<file path="config.mk">
export PLATFORM = sky130hd
export DESIGN_NAME = tile_rom_responder
export DESIGN_NICKNAME = d
export VERILOG_FILES = /design/src/rtl/snk_mem_pkg.sv /design/src/rtl/tile_rom_responder.sv
export SDC_FILE = /design/constraint.sdc
export NUM_CORES = 1
export LEC_CHECK = 0
export CAP_MARGIN = 20
export CORE_AREA = 4 4 102 104
export DETAILED_ROUTE_END_ITERATION = 6
export DIE_AREA = 0 0 106 108
export GPL_ROUTABILITY_DRIVEN = 0
export PLACE_DENSITY = 0.91
export SLEW_MARGIN = 10
export SYNTH_ARGS = -nofsm -noshare
export SYNTH_HDL_FRONTEND = slang
export SYNTH_SLANG_ARGS = --single-unit
</file>
<file path="constraint.sdc">
create_clock -name clk -period 4.95 [get_ports clk]
set_input_delay 0.7425 -clock clk [delete_from_list [all_inputs] [get_ports clk]]
set_output_delay 0.7425 -clock clk [all_outputs]
set_load 0.005 [all_outputs]
</file>
<file path="src/rtl/snk_mem_pkg.sv">
// snk_mem_pkg: shared types and constants for the SDRAM-side memory responders.
//   state_t        - responder burst FSM states
//   TILE_WORD_AW   - width of a tile ROM 32-bit word address
//   SDR_AW_DEFAULT - default SDRAM byte-address width
package snk_mem_pkg;
    localparam int TILE_WORD_AW   = 20;
    localparam int SDR_AW_DEFAULT = 24;
    typedef enum logic [2:0] {IDLE, ISSUE, BEAT0, BEAT1, DONE} state_t;
endpackage

</file>
<file path="src/rtl/tile_rom_responder.sv">
// tile_rom_responder: serves tile-cache ROM misses with a two-beat 16-bit SDRAM burst.
//   clk, reset          - system clock, asynchronous active-high reset
//   rom_req, rom_addr   - level request and 32-bit word address from the cache
//   rom_data, rom_valid - assembled word; valid level for the current request/address
//   sdr_req, sdr_addr   - burst request (held until sdr_ack) and byte address
//   sdr_ack             - one-cycle acceptance of sdr_req
//   sdr_data, sdr_rdy   - read beat and its strobe
module tile_rom_responder
    import snk_mem_pkg::*;
#(
    parameter int                SDR_AW    = SDR_AW_DEFAULT,
    parameter logic [SDR_AW-1:0] BASE_ADDR = '0,
    parameter bit                HI_FIRST  = 1'b0
) (
    input  logic                    clk,
    input  logic                    reset,
    input  logic                    rom_req,
    input  logic [TILE_WORD_AW-1:0] rom_addr,
    output logic [31:0]             rom_data,
    output logic                    rom_valid,
    output logic                    sdr_req,
    output logic [SDR_AW-1:0]       sdr_addr,
    input  logic                    sdr_ack,
    input  logic [15:0]             sdr_data,
    input  logic                    sdr_rdy
);
    state_t                  r_state, w_next;
    logic [TILE_WORD_AW-1:0] r_req_addr, r_served_addr;
    logic [31:0]             r_asm, r_rom_data;
    logic [SDR_AW-1:0]       r_sdr_addr, w_byte_addr;
    logic                    r_served_ok, r_discard, r_rom_valid, r_sdr_req;
    logic                    w_new, w_stale, w_commit;

    // Address arithmetic wraps modulo 2^SDR_AW.
    assign w_byte_addr = BASE_ADDR + SDR_AW'({rom_addr, 2'b00});
    assign w_new       = rom_req & (!r_served_ok | (rom_addr != r_served_addr));
    // The request in flight no longer matches what the cache is asking for.
    assign w_stale     = !rom_req | (rom_addr != r_req_addr);
    // A stale request in the DONE cycle itself is also refused, so served_ok never
    // rises while rom_req is low and IDLE simply re-issues for a new address.
    assign w_commit    = !r_discard & !w_stale;

    assign rom_data  = r_rom_data;
    assign rom_valid = r_rom_valid;
    assign sdr_req   = r_sdr_req;
    assign sdr_addr  = r_sdr_addr;

    always_ff @(posedge clk or posedge reset) begin
        if (reset) begin
            r_state <= IDLE;
        end else begin
            r_state <= w_next;
        end
    end

    // sdr_rdy seen in ISSUE (even alongside sdr_ack) is ignored; beats only count from BEAT0.
    always_comb begin
        w_next = r_state;
        case (r_state)
            IDLE:    w_next = w_new   ? ISSUE : IDLE;
            ISSUE:   w_next = sdr_ack ? BEAT0 : ISSUE;
            BEAT0:   w_next = sdr_rdy ? BEAT1 : BEAT0;
            BEAT1:   w_next = sdr_rdy ? DONE  : BEAT1;
            default: w_next = IDLE;
        endcase
    end

    always_ff @(posedge clk or posedge reset) begin
        if (reset) begin
            r_req_addr    <= '0;
            r_served_addr <= '0;
            r_served_ok   <= 1'b0;
            r_discard     <= 1'b0;
            r_asm         <= '0;
            r_rom_data    <= '0;
            r_rom_valid   <= 1'b0;
            r_sdr_req     <= 1'b0;
            r_sdr_addr    <= '0;
        end else begin
            r_rom_valid <= rom_req & r_served_ok & (rom_addr == r_served_addr);
            if (!rom_req) r_served_ok <= 1'b0;
            // The burst cannot be cancelled, so a stale request only marks it for discard.
            if (r_state != IDLE && w_stale) r_discard <= 1'b1;
            case (r_state)
                IDLE: begin
                    if (w_new) begin
                        r_req_addr  <= rom_addr;
                        r_sdr_addr  <= w_byte_addr;
                        r_sdr_req   <= 1'b1;
                        r_served_ok <= 1'b0;
                        r_discard   <= 1'b0;
                    end
                end
                ISSUE: begin
                    if (sdr_ack) r_sdr_req <= 1'b0;
                end
                BEAT0: begin
                    if (sdr_rdy) r_asm <= HI_FIRST ? {sdr_data, r_asm[15:0]} : {r_asm[31:16], sdr_data};
                end
                BEAT1: begin
                    if (sdr_rdy) r_asm <= HI_FIRST ? {r_asm[31:16], sdr_data} : {sdr_data, r_asm[15:0]};
                end
                DONE: begin
                    if (w_commit) begin
                        r_rom_data    <= r_asm;
                        r_served_addr <= r_req_addr;
                        r_served_ok   <= 1'b1;
                    end
                end
                default: ;
            endcase
        end
    end
endmodule
</file>
==> results of run 1 <==
==> layout by cell type, fill, tap and decap left out, types with 2 or more instances in the layout <==
master,instances
a21oi_1,2
inv_6,2
nor2b_1,2
mux2_2,70
xnor2_1,35
conb_1,4
mux2_4,18
nor4_1,3
xor2_1,5
and3_1,2
nand4_1,9
clkbuf_8,9
nor2_1,7
buf_4,5
clkdlybuf4s50_1,94
nand2_1,53
dfrtp_1,111
nand3_1,4
==> state kept, by name, indices dropped and copies added (netlist names) <==
signal,cells
r_asm,32
r_discard,1
r_req_addr,20
r_served_addr,20
r_served_ok,1
r_state,3
rom_data,32
rom_valid,1
sdr_req,1
==> how the worst min path moves through the flow <==
stage	startpoint	endpoint	slack, ns
after global placement	r_asm[28]$_DFFE_PP0P_	r_asm[28]$_DFFE_PP0P_	0.45
final	r_asm[16]$_DFFE_PP0P_	r_asm[16]$_DFFE_PP0P_	0.48
after detailed placement	r_asm[29]$_DFFE_PP0P_	r_asm[29]$_DFFE_PP0P_	0.46
after global routing	r_asm[29]$_DFFE_PP0P_	r_asm[29]$_DFFE_PP0P_	0.51
after CTS	r_asm[28]$_DFFE_PP0P_	r_asm[28]$_DFFE_PP0P_	0.49
after floorplan	r_asm[16]$_DFFE_PP0P_	r_asm[16]$_DFFE_PP0P_	0.44
==> metal layers <==
layer  vias to the layer above  track usage, %  share of wire [%]
met1                      1555            24.6                 44
met4                         0            5.46                1.5
met5                         -               0                  0
li1                       1400               -                  -
met2                       115            32.4                 49
met3                        18            3.88                5.7
==> cell families after synthesis <==
logic type / Yosys count / synth area share (%)
buf+inv: 20 / 2.37
other cells: 1 / 0.0782
xor+xnor: 40 / 7.31
flops: 111 / 57.9
compound gates: 8 / 1.23
mux: 88 / 22.1
simple gates: 89 / 9.00
==> through the flow <==
stage          hold WS (ns)  total power, W  util [%]  setup slack (ns)  instance area (sq um)
2_1_floorplan         0.440         0.00178         -              1.28                   4810
3_3_place_gp          0.451         0.00209      61.3              1.70                   5860
3_5_place_dp          0.460         0.00212      61.3              1.61                   5860
4_1_cts               0.486         0.00268      63.5              1.99                   6060
5_1_grt               0.508         0.00281      63.7              1.89                   6090
6_report              0.484         0.00267      63.7              1.98                   6090
==> worst max-delay path, delay by kind of cell <==
kind	cells	cell delay, ns
multiplexers	1	0.38
buffers and inverters	2	0.91
XOR/XNOR	1	0.16
AND/OR/NAND/NOR	3	1.01
==> area by class of cell <==
cell class	count	share of cell area (%)
Tap cell	133	2.73
Clock inverter	6	1.23
Inverter	3	0.226
Multi-Input combinational cell	229	31.6
Clock buffer	10	2.10
Timing Repair Buffer	100	16.5
Sequential cell	111	45.6
==> power groups by stage <==
stage | Clock (W) | Combinational (W) | Sequential (W)
2_1_floorplan | 0 | 0.000496 | 0.00129
3_3_place_gp | 0 | 0.000762 | 0.00132
3_5_place_dp | 0 | 0.000782 | 0.00134
4_1_cts | 0.000572 | 0.000785 | 0.00132
5_1_grt | 0.000603 | 0.000843 | 0.00136
6_report | 0.000566 | 0.000777 | 0.00132
==> flow_summary.json, run 1 <==
{
  "critPathLaunchType": "primary input",
  "final_cells": 592,
  "yosys.area.top_type_share_pct": 57.9,
  "overflow": 0,
  "p_int_w": 0.00187,
  "slew_viol_final": 0,
  "clkPwrFrac_pct": 21.2,
  "multi_input_area_sq_um": 1920,
  "numPortBuffers": 94,
  "grt_pass1_vias": 3323,
  "hp-class": "reg2reg",
  "swShare_pct": 29.9,
  "whs_path_depth": 2,
  "peakVddDrop_v": 0.000197,
  "drtAntennaViolNets": 0,
  "start_util_pct": 50.2,
  "drc": 0,
  "clk_path_buf_depth": 2,
  "pwr-share-comb_pct": 29.1,
  "drt-initial-drc-count": 100,
  "drv_cap": 0,
  "synth-edff-count": 0,
  "viasPerCell": 5.22,
  "cts_hold_buffers": 0,
  "regArea_sq_um": 2780,
  "yosysSeqAreaShare_pct": 57.9,
  "synthFlopType": "dfrtp_1",
  "die_area_sq_um": 11400,
  "synthArstFlopShare_pct": 100,
  "worst_setup_path_end_kind": "register",
  "hpwl_microns": 7280,
  "antenna_found_initial": 0,
  "post-synth-top-area-cell": "dfrtp_1",
  "htreeDepth": 3,
  "timing.rr.start": "r_state[0]$_DFF_PP0_",
  "cp_slowest_cell": "clkdlybuf4s50_1",
  "worstSkewPairLatency_ns": 0.37,
  "ys_seq_elements": 111,
  "period_share_pct": 60.0,
  "min_period_ns": 2.97,
  "status": "complete, no violations",
  "syn-cell-area_sq_um": 4790,
  "cp_cell_sequence": "clkdlybuf4s50_1 > xnor2_1 > nand4_1 > nor4_1 > and4_2 > buf_4 > mux2_2",
  "syn2layout_area_growth_pct": 27.0,
  "seqPwrFrac_pct": 49.7,
  "reg2reg_setup_slack_ns": 2.38,
  "grt_max_degree": 86,
  "skew_ns": 0.0135,
  "finalSetupTns_ns": 0,
  "clk_pin_slew_ns": 0.11,
  "firstDrtPassIters": 4,
  "nNetsFinal": 495,
  "cts_buffers": 9,
  "r2r_cells": 5,
  "hold_viol_final": 0,
  "core_sq_um": 9550,
  "dp_cells": 575,
  "yosysMostFrequentCell": "dfrtp_1",
  "power.net_switching_w": 0.000798,
  "vias": 3088,
  "critPathMaxFanout": 20,
  "max_stage_delay_ns": 0.55,
  "diodes": 0,
  "cts.repair.resized": 0,
  "power_density_nw_per_um2": 438,
  "fill_cells": 724,
  "synthTopCellsByCount": "dfrtp_1 (111), mux2_2 (70), nand2_1 (53)",
  "endpoint": "rom_data[21]$_DFFE_PP0P_",
  "wl_microns": 10400,
  "die_w_microns": 106,
  "path_class": "in2reg",
  "post_cts_buffers": 0,
  "synthCells": 357,
  "fmax_ghz": 0.337,
  "root_buffer": "clkbuf_8",
  "p_leak_nw": 2.77,
  "ioPinCount": 99,
  "cp_data_required_time_ns": 5.21,
  "rsz0062_at_grt": "false",
  "groute.usage.overall_pct": 18.9,
  "worstMarginPinSlew_ns": 0.849,
  "avgSynthCellArea_sq_um": 13.4,
  "drive_above_1_share_pct": 25.5,
  "die_y_microns": 108,
  "synthTopCellsByArea": "dfrtp_1 (58%), mux2_2 (16%), xnor2_1 (6.4%)",
  "r2r-end": "r_req_addr[18]$_DFFE_PP0P_",
  "cts.sinks": 111,
  "finalSetupViolCount": 0,
  "arrival_ns": 3.23,
  "rows": 36,
  "wl_per_cell_microns": 17.5,
  "relSlewSlack_pct": 43.1,
  "cts_tree": "built",
  "ys_warn_count": 0,
  "grt_first_pass_wirelength_microns": 17100,
  "netlist-cell-type-count": 34,
  "crit_start": "rom_addr[13]"
}
Note: power is estimated with default switching activity, not from simulation.
==> inputs of run 2 (changes only) <==
==> constraint.sdc (replaced) <==
create_clock -name clk -period 3.08 [get_ports clk]
set_input_delay 0.462 -clock clk [delete_from_list [all_inputs] [get_ports clk]]
set_output_delay 0.462 -clock clk [all_outputs]
set_load 0.005 [all_outputs]
==> run 2 against run 1 <==
First-iteration DRC count shrank 30%. Largest cell class unchanged. Global-route usage shrank 0.30 points. Final area grew 1.2%. Setup slack lost 1.4 ns. Clock-buffer cell count grew 1. Sequential share of layout area shrank 0.56 points. Die area is the same. Power grew 63%. Clock power grew 71%. Via count shrank 1.5%. Clock skew shrank 0.0067 ns.
==> flow_summary.json, run 2 (same netlist as run 1, synthesis figures left out) <==
{
  "power_density_nw_per_um2": 707,
  "r2r_cells": 6,
  "grt_pass1_vias": 3450,
  "hp-class": "reg2reg",
  "p_leak_nw": 2.79,
  "overflow": 0,
  "status": "complete, no violations",
  "htreeDepth": 3,
  "arrival_ns": 2.72,
  "cts_hold_buffers": 0,
  "final_cell_mix": "dfrtp_1 (111), clkdlybuf4s50_1 (94), mux2_2 (70)",
  "endpoint": "r_served_addr[3]$_DFFE_PP0P_",
  "layout_commonest_cell": "dfrtp_1",
  "path_class": "in2reg",
  "r2r-end": "r_served_addr[3]$_DFFE_PP0P_",
  "critPathLaunchType": "primary input",
  "relSlewSlack_pct": 54.6,
  "clk_path_buf_depth": 2,
  "nNetsFinal": 497,
  "die_w_microns": 106,
  "grt_first_pass_wirelength_microns": 16700,
  "viasPerCell": 5.12,
  "slew_viol_final": 0,
  "hold_slack_ns": 0.483,
  "crit_start": "rom_addr[13]",
  "reg2reg_setup_slack_ns": 0.81,
  "antenna_found_initial": 0,
  "regArea_sq_um": 2780,
  "core_sq_um": 9550,
  "cts.sinks": 111,
  "period_share_pct": 80.1,
  "drive_above_1_share_pct": 26.0,
  "numPortBuffers": 94,
  "diodes": 0,
  "wl_per_cell_microns": 16.8,
  "cts_tree": "built",
  "start_util_pct": 50.2,
  "firstDrtPassIters": 4,
  "hold_viol_final": 0,
  "die_area_sq_um": 11400,
  "cts.repair.resized": 0,
  "grtUsageMet3_pct": 5.49,
  "hpwl_microns": 7160,
  "worst_setup_path_end_kind": "register",
  "finalSetupViolCount": 0,
  "drc": 0,
  "skew_ns": 0.00675,
  "use_met2_pct": 31.4,
  "timing.rr.start": "r_req_addr[13]$_DFFE_PP0P_",
  "vias": 3041,
  "min_from": "r_asm[29]$_DFFE_PP0P_",
  "wl_microns": 9960,
  "fill_cells": 711,
  "groute.usage.overall_pct": 18.6,
  "root_buffer": "clkbuf_8",
  "fmax_ghz": 0.405,
  "cts_buffers": 9,
  "syn2layout_area_growth_pct": 28.5,
  "finalSetupTns_ns": 0,
  "die_y_microns": 108,
  "busiest_layer": "met2",
  "drtAntennaViolNets": 0,
  "peakVddDrop_v": 0.000294,
  "rsz0062_at_grt": "false",
  "worstSkewPairLatency_ns": 0.36,
  "rows": 36,
  "use_met1_pct": 22.7,
  "cp_data_required_time_ns": 3.33,
  "critPathMaxFanout": 30,
  "clk_pin_slew_ns": 0.10,
  "grt_max_degree": 53,
  "ioPinCount": 99,
  "drt-initial-drc-count": 70,
  "drv_cap": 0,
  "min_period_ns": 2.47,
  "multi_input_area_sq_um": 1920,
  "worstMarginPinSlew_ns": 0.679,
  "post_cts_buffers": 0
}
[run 2: cell count changes in the layout (fill, tap and decap cells not counted), sizes merged]
cell | previous run | this run
inv | 5 | 1
buf | 6 | 8
clkinvlp | 1 | 3
bufinv | 1 | 2
clkbuf | 10 | 11
[run 2: how the worst min path moves through the flow]
stage / endpoint / slack (ns) / cells after the start
4_1_cts: r_asm[22]$_DFFE_PP0P_ / 0.49 / 2
6_report: r_asm[29]$_DFFE_PP0P_ / 0.48 / 2
5_1_grt: r_asm[23]$_DFFE_PP0P_ / 0.51 / 2
3_3_place_gp: r_asm[23]$_DFFE_PP0P_ / 0.45 / 2
2_1_floorplan: r_asm[16]$_DFFE_PP0P_ / 0.44 / 2
3_5_place_dp: r_asm[31]$_DFFE_PP0P_ / 0.46 / 2
[run 2: area by class of cell]
class                      instances  area share, %
tap                              133           2.70
sequential                       111           45.1
clock inverter                     5           1.30
clock buffer                      11           2.46
multi-input combinational        229           31.2
inverter                           3          0.244
timing repair buffer             102           17.1
[run 2: through the flow]
step	setup slack, ns	area, sq um	total power, W	cells	utilization (%)
2_1_floorplan	1.01	4810	0.00286	360	-
3_3_place_gp	0.294	5930	0.00336	578	62.1
3_5_place_dp	0.231	5930	0.00343	578	62.1
4_1_cts	0.619	6160	0.00440	594	64.5
5_1_grt	0.524	6160	0.00461	594	64.5
6_report	0.613	6160	0.00436	594	64.5
[run 2: per-layer routing]
metal / vias up / routed length, microns / part of all wire, %
met3: 14 / 653 / 6.6
met5: - / 0 / 0
li1: 1410 / - / -
met4: 0 / 161 / 1.6
met2: 93 / 4980 / 50
met1: 1524 / 4170 / 42
[run 2: where the power goes]
part | switching (W) | internal (W) | total, W | leakage, nW
Sequential | 0.000309 | 0.00182 | 0.00213 | 1.44
Clock | 0.000465 | 0.000501 | 0.000966 | 0.112
Combinational | 0.000453 | 0.000808 | 0.00126 | 1.24
Total | 0.00123 | 0.00313 | 0.00436 | 2.79
[run 2: worst max-delay path, cell delays in order]
cell,delay [ns]
clkdlybuf4s50_1,0.55
xnor2_1,0.14
nand4_1,0.15
nor4_1,0.44
and4_2,0.37
buf_12,0.22
mux2_2,0.37
==> inputs of run 3 (changes only) <==
==> constraint.sdc (replaced) <==
create_clock -name clk -period 2.3 [get_ports clk]
set_input_delay 0.345 -clock clk [delete_from_list [all_inputs] [get_ports clk]]
set_output_delay 0.345 -clock clk [all_outputs]
set_load 0.005 [all_outputs]
==> run 3 against run 2 <==
Flip-flop and latch count unchanged. Setup slack worse by 0.55 ns. Worst hold slack worse by 0.11 ns. Sequential power up 34%. Die area unchanged. Combinational power up 38%. Core utilization up 1.0 points. Clock skew up 0.0026 ns. Power up 30%. Clock-buffer cell count down 1. Sequential share of layout area down 0.71 points.
==> flow_summary.json, run 3 (same netlist as run 1, synthesis figures left out) <==
{
  "arrival_ns": 2.48,
  "die_w_microns": 106,
  "seqPwrFrac_pct": 50.3,
  "power.net_switching_w": 0.00171,
  "hold_viol_final": 0,
  "swShare_pct": 30.1,
  "viasPerCell": 5.09,
  "nNetsFinal": 515,
  "timing.rr.start": "r_req_addr[13]$_DFFE_PP0P_",
  "core_sq_um": 9550,
  "power_density_nw_per_um2": 907,
  "rows": 36,
  "slew_viol_final": 0,
  "status": "complete, no violations",
  "r2r_cells": 6,
  "drive_above_1_share_pct": 28.8,
  "max_stage_delay_ns": 0.55,
  "cp_data_required_time_ns": 2.54,
  "post_cts_buffers": 0,
  "grt_first_pass_wirelength_microns": 17300,
  "stdcell_area_sq_um": 6260,
  "pre_cts_slack_ns": -0.317,
  "syn2layout_area_growth_pct": 30.6,
  "start_util_pct": 50.2,
  "rsz0062_at_grt": "false",
  "drt-initial-drc-count": 85,
  "path_delay_family": "simple AND/OR/NAND/NOR gates",
  "final_cell_mix": "dfrtp_1 (111), clkdlybuf4s50_1 (94), mux2_2 (70)",
  "diodes": 0,
  "clk_pin_slew_ns": 0.10,
  "grt_pass1_vias": 3472,
  "cp_cell_sequence": "clkdlybuf4s50_1 > xnor2_1 > nand4_1 > nor4_1 > and4_2 > buf_12 > mux2_2",
  "fin_util_pct": 65.6,
  "htreeDepth": 3,
  "antenna_found_initial": 0,
  "placed_area_sq_um": 6080,
  "worst_setup_path_end_kind": "register",
  "ioPinCount": 99,
  "vias": 3115,
  "die_y_microns": 108,
  "overflow": 0,
  "path_class": "in2reg",
  "reg2reg_setup_slack_ns": 0.14,
  "drtAntennaViolNets": 0,
  "setup_ws_ns": 0.0648,
  "critPathLaunchType": "primary input",
  "clk_path_buf_depth": 2,
  "relSlewSlack_pct": 62.4,
  "worstMarginPinSlew_ns": 0.559,
  "fmax_ghz": 0.447,
  "drv_cap": 0,
  "hp-class": "in2async",
  "cts.sinks": 111,
  "clkPwrFrac_pct": 19.0,
  "cts_hold_buffers": 0,
  "finalSetupViolCount": 0,
  "firstDrtPassIters": 4,
  "period_share_pct": 97.2,
  "pwr-share-comb_pct": 30.6,
  "worstSkewPairLatency_ns": 0.36,
  "numPortBuffers": 94,
  "critPathMaxFanout": 26,
  "min_period_ns": 2.24,
  "cts_tree": "built",
  "cts_buffers": 9,
  "wl_microns": 10600,
  "drc": 0,
  "skew_ns": 0.00936,
  "hpwl_microns": 7690,
  "groute.usage.overall_pct": 19.5,
  "root_buffer": "clkbuf_8",
  "die_area_sq_um": 11400,
  "wl_per_cell_microns": 17.3,
  "p_leak_nw": 2.86,
  "layout_commonest_cell": "dfrtp_1",
  "r2r-end": "rom_data[12]$_DFFE_PP0P_",
  "cp_num_buf_inv": 2,
  "cp_slowest_cell": "clkdlybuf4s50_1",
  "peakVddDrop_v": 0.000501,
  "cts.repair.resized": 0,
  "grt_max_degree": 53,
  "p_int_w": 0.00397
}
[run 3: cell count changes in the layout (fill, tap and decap cells not counted), sizes merged]
cell | before | now
buf | 8 | 26
bufinv | 2 | 0
inv | 1 | 2
clkinv | 2 | 3
clkbuf | 11 | 10
clkinvlp | 3 | 4
[run 3: area by class of cell]
type | instances | area (sq um)
Multi-Input combinational cell | 229 | 1920
Timing Repair Buffer | 120 | 1200
Inverter | 3 | 15.0
Clock buffer | 10 | 138
Tap cell | 133 | 166
Sequential cell | 111 | 2780
Fill cell | 725 | 3290
Clock inverter | 6 | 45.0
[run 3: per-stage QoR]
stage | hold WS [ns] | power [W] | std cells | TNS (ns)
floorplan | 0.440 | 0.00384 | 360 | 0
global placement | 0.452 | 0.00453 | 596 | -14.40
detailed placement | 0.457 | 0.00466 | 596 | -20.47
CTS | 0.376 | 0.00574 | 612 | 0
global route | 0.408 | 0.00602 | 612 | 0
finish | 0.373 | 0.00568 | 612 | 0
[run 3: power by group through the flow]
stage / registers (W) / logic (W) / clock network (W)
floorplan: 0.00277 / 0.00107 / 0
global placement: 0.00284 / 0.00169 / 0
detailed placement: 0.00290 / 0.00176 / 0
CTS: 0.00285 / 0.00177 / 0.00112
global route: 0.00293 / 0.00189 / 0.00120
finish: 0.00286 / 0.00174 / 0.00108
[run 3: worst register-to-register path: stages, from the launching register on]
cell     delay (ns)
dfrtp_1        0.44
xnor2_1        0.18
nand4_1        0.14
nor4_1         0.35
and4_2         0.36
buf_12         0.21
mux2_2         0.37
[run 3: routing by layer]
| layer | track usage [%] | vias to the layer above | wire length [microns] |
|---|---|---|---|
| met5 | 0 | - | 0 |
| met4 | 7.68 | 0 | 230 |
| met3 | 4.18 | 19 | 536 |
| met2 | 32.8 | 89 | 5350 |
| met1 | 24.8 | 1570 | 4490 |
| li1 | - | 1437 | - |
[run 3: worst max path at each step]
stage                                             from  slack [ns]  cells after the start                            to
after global placement                     rom_addr[2]       -0.22                      7    r_req_addr[11]$_DFFE_PP0P_
final                                     rom_addr[13]        0.06                      7      rom_data[12]$_DFFE_PP0P_
after global routing                      rom_addr[13]        0.02                      7      rom_data[15]$_DFFE_PP0P_
after detailed placement                  rom_addr[13]       -0.32                      7      rom_data[27]$_DFFE_PP0P_
after CTS                                 rom_addr[13]        0.07                      7  r_served_addr[3]$_DFFE_PP0P_
after floorplan           r_served_addr[8]$_DFFE_PP0P_        0.30                      6    r_req_addr[10]$_DFFE_PP0P_
